[config.mk]
export PLATFORM = sky130hd
export DESIGN_NAME = sd_card_cmd_responder
export DESIGN_NICKNAME = d
export VERILOG_FILES = /design/src/rtl/sd_card_pkg.sv /design/src/rtl/sd_crc7_serial.sv /design/src/rtl/sd_card_cmd_responder.sv
export SDC_FILE = /design/constraint.sdc
export NUM_CORES = 1
export LEC_CHECK = 0
export BUFFER_PORTS_ARGS = -buffer_cell sky130_fd_sc_hd__buf_4
export CAP_MARGIN = 10
export CORE_MARGIN = 5
export CORE_UTILIZATION = 57
export DETAILED_ROUTE_END_ITERATION = 10
export PLACE_DENSITY = 0.74
export SLEW_MARGIN = 10
export SYNTH_ARGS = -nofsm -noshare
export SYNTH_HDL_FRONTEND = slang
export SYNTH_HIERARCHICAL = 1
export SYNTH_SLANG_ARGS = --single-unit
[constraint.sdc]
create_clock -name msoc_clk -period 2.5 [get_ports msoc_clk]
set_clock_uncertainty 0.2 [all_clocks]
set_input_delay 0.5 -clock msoc_clk [delete_from_list [all_inputs] [get_ports msoc_clk]]
set_output_delay 0.5 -clock msoc_clk [all_outputs]
set_load 0.005 [all_outputs]
[src/rtl/sd_card_pkg.sv]
// SD card CMD-line responder: shared constants, enums and CRC7 step.
// Imported by the responder top and its CRC7 helper.
package sd_card_pkg;

  localparam logic [5:0] CMD_GO_IDLE  = 6'd0;
  localparam logic [5:0] CMD_ALL_CID  = 6'd2;
  localparam logic [5:0] CMD_SEND_RCA = 6'd3;
  localparam logic [5:0] CMD_SELECT   = 6'd7;
  localparam logic [5:0] CMD_IF_COND  = 6'd8;
  localparam logic [5:0] CMD_STATUS   = 6'd13;
  localparam logic [5:0] CMD_BLOCKLEN = 6'd16;
  localparam logic [5:0] ACMD_OP_COND = 6'd41;
  localparam logic [5:0] CMD_APP      = 6'd55;

  localparam logic [5:0] R3_INDEX = 6'h3F;
  localparam logic [6:0] R3_CRC   = 7'h7F;

  localparam int unsigned R1_ILLEGAL   = 22;
  localparam int unsigned R1_STATE_LSB = 9;
  localparam int unsigned R1_RDY_DATA  = 8;
  localparam int unsigned R1_APP_CMD   = 5;

  typedef enum logic [3:0] {
    ST_IDLE  = 4'd0,
    ST_READY = 4'd1,
    ST_IDENT = 4'd2,
    ST_STBY  = 4'd3,
    ST_TRAN  = 4'd4
  } card_state_e;

  typedef enum logic [2:0] {
    RSP_NONE,
    RSP_R1,
    RSP_R3,
    RSP_R6,
    RSP_R7
  } rsp_e;

  // x^7 + x^3 + 1, MSB-first
  function automatic logic [6:0] crc7_next(
    input logic [6:0] crc,
    input logic       din
  );
    logic fb;
    fb = din ^ crc[6];
    return {crc[5:3], crc[2] ^ fb, crc[1:0], fb};
  endfunction

endpackage

[src/rtl/sd_crc7_serial.sv]
// Bit-serial CRC7 accumulator, one bit per enabled cycle.
// Synchronous clear has priority over enable.
module sd_crc7_serial
  import sd_card_pkg::*;
(
  input  logic       clk,
  input  logic       rstn,
  input  logic       clr,
  input  logic       en,
  input  logic       din,
  output logic [6:0] crc
);

  logic [6:0] crc_q;

  always_ff @(posedge clk or negedge rstn) begin
    if (!rstn) begin
      crc_q <= '0;
    end else if (clr) begin
      crc_q <= '0;
    end else if (en) begin
      crc_q <= crc7_next(crc_q, din);
    end
  end

  assign crc = crc_q;

endmodule

[src/rtl/sd_card_cmd_responder.sv]
// Card-side SD CMD responder: decodes host commands, answers R1/R3/R6/R7.
// Runs on msoc_clk; sd_sclk and sd_cmd_i are oversampled inputs.
module sd_card_cmd_responder
  import sd_card_pkg::*;
#(
  parameter int unsigned NCR        = 2,
  parameter int unsigned BUSY_POLLS = 3,
  parameter logic        CCS        = 1'b1,
  parameter logic [23:0] OCR_VDD    = 24'hFF8000,
  parameter logic [15:0] RCA        = 16'h1234
) (
  input  logic       msoc_clk,
  input  logic       rstn,
  input  logic       sd_sclk,
  input  logic       sd_cmd_i,
  output logic       sd_cmd_o,
  output logic       sd_cmd_oe,
  output logic       card_ready,
  output logic [3:0] card_state,
  output logic [7:0] crc_err_cnt
);

  typedef enum logic [2:0] {
    S_RX_IDLE,
    S_RX,
    S_CHECK,
    S_WAIT_NCR,
    S_TX
  } fsm_e;

  logic sclk_s1_q, sclk_s2_q;
  logic cmd_s1_q, cmd_s2_q;

  always_ff @(posedge msoc_clk or negedge rstn) begin
    if (!rstn) begin
      sclk_s1_q <= 1'b0;
      sclk_s2_q <= 1'b0;
      cmd_s1_q  <= 1'b1;
      cmd_s2_q  <= 1'b1;
    end else begin
      sclk_s1_q <= sd_sclk;
      sclk_s2_q <= sclk_s1_q;
      cmd_s1_q  <= sd_cmd_i;
      cmd_s2_q  <= cmd_s1_q;
    end
  end

  logic rise, fall;
  assign rise = sclk_s1_q & ~sclk_s2_q;
  assign fall = ~sclk_s1_q & sclk_s2_q;

  fsm_e        fsm_q;
  card_state_e state_q;
  rsp_e        rsp_q;
  logic [5:0]  bit_cnt_q;
  logic [6:0]  ncr_cnt_q;
  logic [47:0] rx_sr_q;
  logic [47:0] tx_sr_q;
  logic [7:0]  poll_q;
  logic [7:0]  err_q;
  logic        app_cmd_q;
  logic        illegal_q;
  logic        ready_q;
  logic        cmd_o_q;
  logic        oe_q;

  logic [6:0] rx_crc, tx_crc;

  logic [5:0]  idx;
  logic [31:0] arg;
  logic        frame_ok;
  logic        ocr_ready;
  logic        unused_arg;

  assign idx        = rx_sr_q[45:40];
  assign arg        = rx_sr_q[39:8];
  assign unused_arg = ^arg[15:12];
  assign ocr_ready  = poll_q >= 8'(BUSY_POLLS);
  assign frame_ok   = !rx_sr_q[47] && rx_sr_q[46]
                   && rx_sr_q[0]
                   && (rx_crc == rx_sr_q[7:1]);

  // Transmit bit: CRC field is taken live from the TX CRC except for R3
  logic [2:0] crc_sel;
  logic       in_crc;
  logic       tx_bit;
  logic       tx_go;

  assign crc_sel = 3'(6'd46 - bit_cnt_q);
  assign in_crc  = (bit_cnt_q >= 6'd40)
                && (bit_cnt_q < 6'd47);
  assign tx_bit  = (in_crc && rsp_q != RSP_R3)
                 ? tx_crc[crc_sel] : tx_sr_q[47];
  assign tx_go   = fall && (
    (fsm_q == S_WAIT_NCR && ncr_cnt_q == 7'(NCR - 1))
    || (fsm_q == S_TX && bit_cnt_q != 6'd48));

  sd_crc7_serial u_rx_crc (
    .clk  (msoc_clk),
    .rstn (rstn),
    .clr  (fsm_q == S_RX_IDLE),
    .en   (fsm_q == S_RX && rise && bit_cnt_q < 6'd40),
    .din  (cmd_s2_q),
    .crc  (rx_crc)
  );

  sd_crc7_serial u_tx_crc (
    .clk  (msoc_clk),
    .rstn (rstn),
    .clr  (fsm_q == S_CHECK),
    .en   (tx_go && bit_cnt_q < 6'd40),
    .din  (tx_sr_q[47]),
    .crc  (tx_crc)
  );

  rsp_e        dec_rsp;
  card_state_e dec_state;
  logic [5:0]  dec_idx;
  logic [31:0] dec_payload;
  logic [31:0] r1;
  logic [7:0]  dec_poll;
  logic        dec_app;
  logic        dec_illegal;
  logic        dec_ready;

  // R1 reports the state held when the command arrived
  always_comb begin
    r1 = '0;
    r1[R1_ILLEGAL] = illegal_q;
    r1[R1_STATE_LSB +: 4] = state_q;
    r1[R1_RDY_DATA] = 1'b1;
    dec_rsp     = RSP_NONE;
    dec_state   = state_q;
    dec_idx     = idx;
    dec_payload = '0;
    dec_poll    = poll_q;
    dec_app     = 1'b0;
    dec_illegal = illegal_q;
    dec_ready   = ready_q;
    unique case (1'b1)
      idx == CMD_GO_IDLE: begin
        dec_state = ST_IDLE;
        dec_poll  = '0;
        dec_ready = 1'b0;
      end
      idx == CMD_IF_COND: begin
        dec_rsp     = RSP_R7;
        dec_payload = {20'h0, arg[11:0]};
      end
      idx == CMD_APP: begin
        dec_rsp     = RSP_R1;
        dec_app     = 1'b1;
        dec_payload = r1;
        dec_payload[R1_APP_CMD] = 1'b1;
        dec_illegal = 1'b0;
      end
      (idx == ACMD_OP_COND) && app_cmd_q: begin
        dec_rsp     = RSP_R3;
        dec_idx     = R3_INDEX;
        dec_payload = {ocr_ready, CCS, 6'h0, OCR_VDD};
        if (ocr_ready) begin
          dec_state = ST_READY;
          dec_ready = 1'b1;
        end else begin
          dec_poll = poll_q + 8'd1;
        end
      end
      idx == CMD_ALL_CID: begin
        dec_state = ST_IDENT;
      end
      idx == CMD_SEND_RCA: begin
        dec_rsp     = RSP_R6;
        dec_payload = {RCA, 16'h0};
        dec_state   = ST_STBY;
      end
      idx == CMD_SELECT: begin
        dec_rsp     = RSP_R1;
        dec_payload = r1;
        dec_illegal = 1'b0;
        if (arg[31:16] == RCA) dec_state = ST_TRAN;
      end
      (idx == CMD_STATUS) || (idx == CMD_BLOCKLEN): begin
        dec_rsp     = RSP_R1;
        dec_payload = r1;
        dec_illegal = 1'b0;
      end
      default: begin
        dec_illegal = 1'b1;
      end
    endcase
  end

  always_ff @(posedge msoc_clk or negedge rstn) begin
    if (!rstn) begin
      fsm_q     <= S_RX_IDLE;
      state_q   <= ST_IDLE;
      rsp_q     <= RSP_NONE;
      bit_cnt_q <= '0;
      ncr_cnt_q <= '0;
      rx_sr_q   <= '0;
      tx_sr_q   <= '1;
      poll_q    <= '0;
      err_q     <= '0;
      app_cmd_q <= 1'b0;
      illegal_q <= 1'b0;
      ready_q   <= 1'b0;
      cmd_o_q   <= 1'b1;
      oe_q      <= 1'b0;
    end else begin
      unique case (fsm_q)
        S_RX_IDLE: begin
          if (rise && !cmd_s2_q) begin
            rx_sr_q   <= '0;
            bit_cnt_q <= 6'd1;
            fsm_q     <= S_RX;
          end
        end
        S_RX: begin
          if (rise) begin
            rx_sr_q   <= {rx_sr_q[46:0], cmd_s2_q};
            bit_cnt_q <= bit_cnt_q + 6'd1;
            if (bit_cnt_q == 6'd47) fsm_q <= S_CHECK;
          end
        end
        S_CHECK: begin
          bit_cnt_q <= '0;
          ncr_cnt_q <= '0;
          if (!frame_ok) begin
            if (err_q != 8'hFF) err_q <= err_q + 8'd1;
            fsm_q <= S_RX_IDLE;
          end else begin
            state_q   <= dec_state;
            poll_q    <= dec_poll;
            app_cmd_q <= dec_app;
            illegal_q <= dec_illegal;
            ready_q   <= dec_ready;
            rsp_q     <= dec_rsp;
            tx_sr_q   <= {2'b00, dec_idx, dec_payload,
                          R3_CRC, 1'b1};
            fsm_q     <= (dec_rsp == RSP_NONE)
                       ? S_RX_IDLE : S_WAIT_NCR;
          end
        end
        S_WAIT_NCR: begin
          if (tx_go) begin
            cmd_o_q   <= tx_bit;
            oe_q      <= 1'b1;
            tx_sr_q   <= {tx_sr_q[46:0], 1'b1};
            bit_cnt_q <= 6'd1;
            fsm_q     <= S_TX;
          end else if (fall) begin
            ncr_cnt_q <= ncr_cnt_q + 7'd1;
          end
        end
        S_TX: begin
          if (tx_go) begin
            cmd_o_q   <= tx_bit;
            tx_sr_q   <= {tx_sr_q[46:0], 1'b1};
            bit_cnt_q <= bit_cnt_q + 6'd1;
          end else if (fall) begin
            cmd_o_q <= 1'b1;
            oe_q    <= 1'b0;
            fsm_q   <= S_RX_IDLE;
          end
        end
        default: fsm_q <= S_RX_IDLE;
      endcase
    end
  end

  assign sd_cmd_o    = cmd_o_q;
  assign sd_cmd_oe   = oe_q;
  assign card_ready  = ready_q;
  assign card_state  = state_q;
  assign crc_err_cnt = err_q;

endmodule

Yosys cells after proc, flatten, opt, wreduce, memory -nomap -nowiden

Cells that the tools add are included.

Input bits: 4
Bits in registers: 158
Output and inout port bits: 15

Bitwise logic cells: 10
Equality and inequality tests: 34
Add/sub/neg operators: 5
Reductions and logical operators: 46
Order comparisons: 5
Muxes and demuxes: 50

Operators with widths:

| operator               | number |
|---|---|
| $mux W48               | 4 |
| $pmux W48 S2           | 2 |
| $pmux W32 S5           | 1 |
| $mux W7                | 6 |
| $mux W6                | 5 |
| $pmux W6 S5            | 1 |
| $ne A2 B2 Y1 const B   | 11 |
| $pmux W4 S5            | 1 |
| $eq A6 B6 Y1 const B   | 3 |
| $mux W3                | 6 |
| $reduce_and A3 Y1      | 6 |
| $add A8 B1 Y8 const B  | 2 |
| $eq A16 B13 Y1 const B | 1 |
| $pmux W8 S2            | 1 |
| $pmux W3 S5            | 1 |
| $pmux W7 S2            | 1 |
| $reduce_bool A2 Y1     | 7 |
| $logic_and A1 B1 Y1    | 13 |
| $eq A6 B2 Y1 const B   | 2 |
| $eq A6 B4 Y1 const B   | 2 |
| $lt A6 B6 Y1 const B   | 2 |
| $pmux W3 S4            | 1 |
| $reduce_and A4 Y1      | 3 |
| $mux W1                | 10 |
| other kinds (37)       | 58 |

Longest topological paths before layout

Gate-level depths: netlist (run 1).

Depth after elaboration: 8
Depth in mapped cells: 9
Depth with buffers taken out: 8

Modules after synthesis

Netlist (run 1), hierarchy kept.

Modules (own cells, without submodules):

| module                | cells an instance | seq. area each (µm²) | instances | area each (µm²) |
|---|---|---|---|---|
| sd_card_cmd_responder | 593               | 3432.0               | 1         | 6294.8 |
| sd_crc7_serial        | 28                | 175.2                | 2         | 307.8 |

Least setup slack after synthesis (run 1)

Ideal clock, no wire load.

Kind: reg-to-reg
Start point: reg poll_q[0]
End point: reg state_q[0], in the netlist card_state[0]
Arrival: 1.871 ns
Required time: 2.175 ns
Path buffers: 0
Period minus slack after synthesis: 2.196 ns
Cell stages (with the launch flop): 7
Setup slack: 0.304 ns
Cells stage by stage: dfrtp_1 ha_1 or4_1 nor4_2 nand2_2 nand3_1 mux2_2

Word-level cells in the longest chain between the ends: 3

RTL lines:

| element                            | line                         | source |
|---|---|---|
| start: declaration                 | sd_card_cmd_responder.sv:59  | `logic [7:0] poll_q;` |
| start signal: assignment           | sd_card_cmd_responder.sv:233 | `poll_q <= dec_poll;` |
| $ge A8 B2 Y1                       | sd_card_cmd_responder.sv:78  | `assign ocr_ready = poll_q >= 8'(BUSY_POLLS);` |
| $ne A2 B2 Y1 (no source line)      | --                           |  |
| $reduce_and A5 Y1 (no source line) | --                           |  |
| end signal: assignment             | sd_card_cmd_responder.sv:232 | `state_q <= dec_state;` |
| end: declaration                   | sd_card_cmd_responder.sv:53  | `card_state_e state_q;` |

No other way between the ends.
A chain may end at the register's enable or synchronous reset.

Worst setup path in the final report (run 1)

Start point: reg rx_sr_q[44]
End point: reg tx_sr_q[29]

Word-level cells in the longest chain between the ends: 6
Elaborated cells on any way between the ends: 13
Classes of those cells: eq/ne (7); mux (3); reduce/logical (3)

RTL lines:

| element                                             | line                         | source |
|---|---|---|
| start: declaration                                  | sd_card_cmd_responder.sv:57  | `logic [47:0] rx_sr_q;` |
| start signal: assignment                            | sd_card_cmd_responder.sv:220 | `rx_sr_q <= {rx_sr_q[46:0], cmd_s2_q};` |
| $eq A6 B4 Y1 / $eq A6 B5 Y1 (equally long branches) | sd_card_cmd_responder.sv:182 | `(idx == CMD_STATUS) \|\| (idx == CMD_BLOCKLEN): begin` |
| $logic_or A1 B1 Y1                                  | sd_card_cmd_responder.sv:182 |  |
| $reduce_or A2 Y1 (no source line)                   | --                           |  |
| $pmux W32 S5 *                                      | sd_card_cmd_responder.sv:140 | `unique case (1'b1)` |
| $mux W48 *                                          | sd_card_cmd_responder.sv:228 | `if (!frame_ok) begin` |
| $pmux W48 S2 *                                      | sd_card_cmd_responder.sv:210 | `unique case (fsm_q)` |
| end signal: assignment                              | sd_card_cmd_responder.sv:238 | `tx_sr_q <= {2'b00, dec_idx, dec_payload,` |
| end signal: assignment                              | sd_card_cmd_responder.sv:248 | `tx_sr_q <= {tx_sr_q[46:0], 1'b1};` |
| end signal: assignment                              | sd_card_cmd_responder.sv:258 | `tx_sr_q <= {tx_sr_q[46:0], 1'b1};` |
| end: declaration                                    | sd_card_cmd_responder.sv:58  | `logic [47:0] tx_sr_q;` |

Mark *: on every way between the ends. The rest lies on a longest branch, timed or not. The select of a mux whose other input is x is not followed.

==> impl_metrics.env, run 1 <==
export IMPL_pwr_density_cell_nw_per_um2=757
export IMPL_busiest_layer="met2"
export IMPL_cts_made_buffers=17
export IMPL_root_buffer="clkbuf_16"
export IMPL_fmax_ghz=0.427
export IMPL_drtIter0Drc=545
export IMPL_ctsHtreeMaxLevel=4
export IMPL_synth_mux_area_share_pct=3.77
export IMPL_hold_viol=0
export IMPL_multi_input_area_um2=2930
export IMPL_core_um2=12000
export IMPL_initial_core_util_pct=57.8
export IMPL_dp_hpwl_mm=9.14
export IMPL_holdCritPathClass="reg -> reg"
export IMPL_synth_async_sr_flop_share_pct=100
export IMPL_worstRegToRegCells=6
export IMPL_grt_pass1_wl_mm=23.8
export IMPL_ir_drop_mv=0.532
export IMPL_use_met2_pct=32.2
export IMPL_r2r_start="rx_sr_q[44]"
export IMPL_ys_ff_latch=149
export IMPL_rsz0062_at_grt="false"
export IMPL_die_area_um2=14400
export IMPL_grt_usage_pct=20.5
export IMPL_power_uw=5970
export IMPL_antenna_found_initial=0
export IMPL_detail_route_wl_per_cell_um=17.1
export IMPL_syn_inst=649
export IMPL_via_per_inst=6.03
export IMPL_synth_edf_count=0
export IMPL_area_sequential_um2=3780
export IMPL_crit_path_end="tx_sr_q[29]"
export IMPL_cp_start_kind="flip-flop"
export IMPL_synth_fa_ha_area_share_pct=1.09
export IMPL_cellLeakagePower_uw=0.00343
export IMPL_io_buffers=17
export IMPL_synth_flop_cell="dfrtp_1"
export IMPL_period_needed_ps=2340
export IMPL_grt_max_degree=81
export IMPL_cts_buffer_depth=2
export IMPL_relSlewSlack_pct=64.0
export IMPL_fillers=898
export IMPL_die_w_um=120
export IMPL_cts_sinks=149
export IMPL_met3_usage_pct=4.71
export IMPL_place_gp_congestion=0.875
export IMPL_use_met1_pct=28.2
export IMPL_syn2layout_area_growth_pct=14.0
export IMPL_fin_setup_tns_ps=0
export IMPL_path_clk_slew_ps=60
export IMPL_yosysWarnings=6
export IMPL_antenna_diode_count=0
export IMPL_end_kind="flip-flop"
export IMPL_setup_viol_count_final=0
export IMPL_critPathKind="reg -> reg"
export IMPL_finalMaxSlewViolations=0
export IMPL_drc=0
export IMPL_antenna_left=0
export IMPL_crit_fanout=11
export IMPL_finalWirelength_mm=14.2
export IMPL_cts_tree="built"
export IMPL_synth_top_family_by_area="compound AO/OA/AOI/OAI gates"
export IMPL_ios=19
export IMPL_final_nets=680
export IMPL_outcome="finished, final reports clean"
export IMPL_drive_gt1_share_pct=20.4
export IMPL_netlist_cell_type_count=70
export IMPL_critPathArrivalTime_ps=2470
export IMPL_required_ps=2620
export IMPL_syn_cell_area_um2=6910
export IMPL_worst_slew_pin_slew_ps=540
export IMPL_clock_latency_ps=420
export IMPL_dr_pass1_iters=5
export IMPL_yosysSeqAreaShare_pct=54.7
export IMPL_r2r_end="tx_sr_q[29]"
export IMPL_rows=40
export IMPL_syn_area_per_cell_um2=10.6
export IMPL_die_y_um=120
export IMPL_synth_compound_area_share_pct=17.7
export IMPL_synth_xor_area_share_pct=3.04
export IMPL_yosys_area_share_simple_pct=15.9
export IMPL_ff2ff_setup_slack_ps=160
export IMPL_grt_pass1_vias=4826
export IMPL_num_vias=5007
export IMPL_critPathLaunch="rx_sr_q[44]"
export IMPL_grt_ovfl_total=0
export IMPL_syn_num_nets=659
export IMPL_min_period_over_period_pct=93.8
export IMPL_max_cap_violations=0
sequential cells by signal (all words and copies together), names as in the netlist, 6 cells and up:
register,count
rx_sr_q,48
tx_sr_q,40
crc_err_cnt,8
poll_q,8
ncr_cnt_q,7
u_rx_crc/crc,7
u_tx_crc/crc,7
bit_cnt_q,6
kinds of logic (layout without fill, tap and decap cells):
kind of cell    Yosys count  count (layout)
xor+xnor                 24              24
mux                      24              24
flops                   149             149
fa+ha+maj                 6               6
other cells               1               1
simple gates            214             215
compound gates          179             179
buf+inv                  52              85
worst max-delay path, stage by stage (launching register included):
cell	delay [ps]
dfrtp_1	590
and4b_1	290
and3_1	280
or2_2	370
or2_2	310
o21ai_0	90
o21ai_0	130
worst min path at each step:
stage / slack, ps / startpoint / endpoint / cells past startpoint
final: 150 / cmd_s1_q / cmd_s2_q / 0
after detailed placement: 150 / cmd_s1_q / cmd_s2_q / 0
after CTS: 160 / cmd_s1_q / cmd_s2_q / 0
after global placement: 150 / cmd_s1_q / cmd_s2_q / 0
after floorplan: 4 / rstn / app_cmd_q / 0
after global routing: 160 / cmd_s1_q / cmd_s2_q / 0
through the flow:
| step | utilization [%] | cell area, um2 | instances | hold slack, ps | setup WS (ps) |
|---|---|---|---|---|---|
| global placement | 60.5 | 7240 | 794 | 147 | 234 |
| floorplan | - | 6910 | 649 | 4.41 | 304 |
| finish | 65.9 | 7880 | 830 | 154 | 155 |
| detailed placement | 60.5 | 7240 | 794 | 147 | 115 |
| global route | 65.9 | 7880 | 830 | 157 | 32.3 |
| CTS | 65.5 | 7840 | 829 | 156 | 96.3 |
power breakdown:
group / switching [uW] / internal [uW] / total [uW] / leakage (uW)
clock network: 910 / 1540 / 2450 / 0.000279
registers: 120 / 2530 / 2650 / 0.00190
logic: 520 / 336 / 856 / 0.00125
total: 1550 / 4410 / 5970 / 0.00343
cell usage after synthesis (all sizes together) (3+ instances only):
cell	count	area share, %
a41oi	3	0.38
o22ai	4	0.36
a31oi	4	0.36
nand4	8	0.72
nor3	8	0.65
and3	12	1.1
a22o	48	6.1
ha	6	1.1
buf	25	2.1
nor4	6	1.1
nor2b	5	0.45
nand3	13	1.0
a31o	3	0.38
clkbuf	15	0.87
a221o	3	0.43
nor2	55	3.0
inv	11	0.60
or4	3	0.33
o31ai	3	0.40
mux2i	17	2.5
a22oi	8	0.87
a211oi	4	0.43
o21ai	66	4.8
a21oi	22	1.8
xor2	13	1.6
nand2b	5	0.45
xnor2	11	1.4
nor4b	4	0.72
mux2	6	0.98
dfrtp	106	38
dfstp	43	16
nand4b	3	0.38
nand2	77	4.2
routing by layer:
| metal | up-vias | routed length [um] |
|---|---|---|
| li1 | 2379 | - |
| met2 | 103 | 6780 |
| met1 | 2508 | 6660 |
| met3 | 17 | 561 |
| met5 | - | 0 |
| met4 | 0 | 227 |
cell type report:
| class | instances | area share, % |
|---|---|---|
| Clock buffer | 27 | 6.26 |
| Clock inverter | 5 | 0.953 |
| Inverter | 12 | 0.572 |
| Multi-Input combinational cell | 449 | 37.2 |
| Sequential cell | 149 | 48.0 |
| Tap cell | 147 | 2.33 |
| Timing Repair Buffer | 41 | 4.69 |
what timing repair did:
| action | 4_1_cts | 5_1_grt |
|---|---|---|
| setup endpoints to repair | 0 | 47 |
| buffers inserted | 0 | 0 |
| hold buffers | 3 | 0 |
| endpoints found under the hold margin | 23 | 0 |
| resized for setup | 0 | 7 |
cells in the final DEF (no fill, tap or decap), types with 11 or more instances in the layout:
cell / instances
nand2_1: 76
o21ai_0: 64
nand3_1: 12
and3_1: 12
dfstp_2: 43
a21oi_1: 20
inv_1: 11
clkbuf_16: 17
xnor2_1: 11
buf_4: 33
a22o_1: 48
xor2_1: 13
nor2_1: 54
dfrtp_1: 105
mux2i_1: 17
Power figures use the tool's default switching activity.
==> inputs of run 2 (changes only) <==
--- a/config.mk
+++ b/config.mk
@@ -8,9 +8,8 @@
 export BUFFER_PORTS_ARGS = -buffer_cell sky130_fd_sc_hd__buf_4
 export CAP_MARGIN = 10
 export CORE_MARGIN = 5
-export CORE_UTILIZATION = 57
+export CORE_UTILIZATION = 45
 export DETAILED_ROUTE_END_ITERATION = 10
-export PLACE_DENSITY = 0.74
 export SLEW_MARGIN = 10
 export SYNTH_ARGS = -nofsm -noshare
 export SYNTH_HDL_FRONTEND = slang
==> run 2 against run 1 <==
Against the previous run: critical path depth stayed put; sequential share of layout area down 0.69 points; die area increased by 24%; via count shrank 0.84%; hold slack better by 3.0 ps; routed wire length up 0.14%; global-route usage decreased by 3.7 points; core utilization down 13 points; clock-buffer cell count down 9; non-clock buffer count up 3; combinational power decreased by 0.6%; critical path type unchanged; critical endpoint is now poll_q[5]; largest cell class unchanged; highest routed layer unchanged.
==> impl_metrics.env, run 2 (same netlist as run 1, synthesis figures left out) <==
export IMPL_hold_viol=0
export IMPL_via_per_inst=5.68
export IMPL_ir_drop_mv=0.573
export IMPL_final_common_cell="dfrtp_1"
export IMPL_syn2layout_area_growth_pct=15.6
export IMPL_pwr_density_cell_nw_per_um2=783
export IMPL_root_buffer="clkbuf_16"
export IMPL_place_gp_congestion=0.805
export IMPL_io_buffers=17
export IMPL_r2r_end="poll_q[5]"
export IMPL_critPathKind="reg -> reg"
export IMPL_whs_path_depth=0
export IMPL_clock_latency_ps=420
export IMPL_grt_pass1_wl_mm=24.4
export IMPL_layout_common_cells="dfrtp_1, nand2_1, o21ai_0"
export IMPL_grt_pass1_vias=4723
export IMPL_cellLeakagePower_uw=0.00347
export IMPL_finalWirelength_mm=14.2
export IMPL_final_util_pct=52.8
export IMPL_period_needed_ps=2300
export IMPL_fin_setup_tns_ps=0
export IMPL_antenna_diode_count=0
export IMPL_worstRegToRegCells=6
export IMPL_rows=45
export IMPL_grt_usage_pct=16.8
export IMPL_cts_setup_buffers=0
export IMPL_worst_slew_pin_slew_ps=557
export IMPL_fillers=1346
export IMPL_hold_end="cmd_s2_q"
export IMPL_grt_max_degree=81
export IMPL_worstHoldStart="cmd_s1_q"
export IMPL_drive_gt1_share_pct=21.1
export IMPL_die_y_um=134
export IMPL_largest_register_ffs=48
export IMPL_power_uw=6260
export IMPL_required_ps=2590
export IMPL_critPathArrivalTime_ps=2390
export IMPL_initial_core_util_pct=45.6
export IMPL_ios=19
export IMPL_antenna_found_initial=0
export IMPL_num_vias=4965
export IMPL_largest_registers="rx_sr_q: 48 flops, tx_sr_q: 40 flops"
export IMPL_end_kind="flip-flop"
export IMPL_drc=0
export IMPL_die_area_um2=17900
export IMPL_cts_tree="built"
export IMPL_relSlewSlack_pct=62.9
export IMPL_detail_route_wl_per_cell_um=16.3
export IMPL_cts_sinks=149
export IMPL_drtIter0Drc=404
export IMPL_rsz0062_at_grt="false"
export IMPL_ctsHtreeMaxLevel=4
export IMPL_crit_fanout=5
export IMPL_dp_hpwl_mm=9.18
export IMPL_regMostFlops="rx_sr_q"
export IMPL_core_um2=15100
export IMPL_cp_start_kind="flip-flop"
export IMPL_cts_buffer_depth=2
export IMPL_grt_ovfl_total=0
export IMPL_finalMaxSlewViolations=0
export IMPL_die_w_um=134
export IMPL_dr_pass1_iters=5
export IMPL_r2r_start="poll_q[0]"
export IMPL_holdCritPathClass="reg -> reg"
export IMPL_outcome="finished, final reports clean"
export IMPL_ff2ff_setup_slack_ps=200
export IMPL_cts_made_buffers=17
export IMPL_max_cap_violations=0
export IMPL_antenna_left=0
export IMPL_final_nets=683
export IMPL_fmax_ghz=0.434
export IMPL_min_period_over_period_pct=92.1
export IMPL_path_clk_slew_ps=60
export IMPL_setup_viol_count_final=0
run 2: cell types whose count changed in the layout (fill, tap and decap cells not counted), sizes merged:
cell / delta
clkbuf: -9
buf: +3
bufinv: +3
clkinv: +3
clkinvlp: +3
run 2: how the worst max path moves through the flow:
stage | start | end | slack, ps | depth (start not counted)
3_3_place_gp | poll_q[0] | card_state[0] | 210 | 6
3_5_place_dp | bit_cnt_q[3] | tx_sr_q[22] | 130 | 5
2_1_floorplan | poll_q[0] | card_state[0] | 300 | 6
4_1_cts | bit_cnt_q[3] | tx_sr_q[22] | 120 | 5
5_1_grt | fsm_q[1] | tx_sr_q[14] | 30 | 5
6_report | poll_q[0] | poll_q[5] | 200 | 6
run 2: critical path, stage by stage (launching register included):
cell and delay [ps]:
dfrtp_1 400, ha_1 230, or4_1 460, nor4_4 210
nand2_2 140, a221oi_2 430, nor2_1 100
run 2: repair_timing:
| action | 4_1_cts | 5_1_grt |
|---|---|---|
| hold buffers | 3 | 0 |
| hold endpoints to repair | 41 | 0 |
| setup endpoints to repair | 0 | 45 |
| gates resized for setup | 0 | 4 |
run 2: metal layers:
metal | GRT usage [%] | share of wire (%) | up-vias | wire (um)
met5 | 0 | 0 | - | 0
met4 | 6.86 | 2.2 | 0 | 314
met3 | 3.49 | 3.6 | 24 | 508
met2 | 24.4 | 46 | 93 | 6610
met1 | 24.5 | 48 | 2461 | 6810
li1 | - | - | 2387 | -
run 2: final cells by class:
type | count | area [um2] | share of cell area, %
flip-flops and latches | 149 | 3780 | 47.3
multi-input cells | 449 | 2910 | 36.4
clock buffers | 18 | 429 | 5.37
repair buffers | 44 | 379 | 4.74
well taps | 188 | 235 | 2.94
clock inverters | 14 | 209 | 2.62
inverters | 12 | 45.0 | 0.564
run 2: per-stage QoR:
step / hold slack (ps) / setup slack (ps) / instances / cell area (um2)
after floorplan: 4.41 / 304 / 649 / 6910
after global placement: 147 / 211 / 838 / 7300
after detailed placement: 149 / 134 / 838 / 7300
after CTS: 157 / 119 / 873 / 7970
after global routing: 160 / 30.2 / 874 / 7990
final: 157 / 198 / 874 / 7990
run 2: power by group:
group | leakage [uW] | switching [uW] | internal (uW)
Sequential | 0.00190 | 124 | 2530
Clock | 0.000303 | 987 | 1760
Combinational | 0.00126 | 518 | 333
Total | 0.00347 | 1630 | 4630
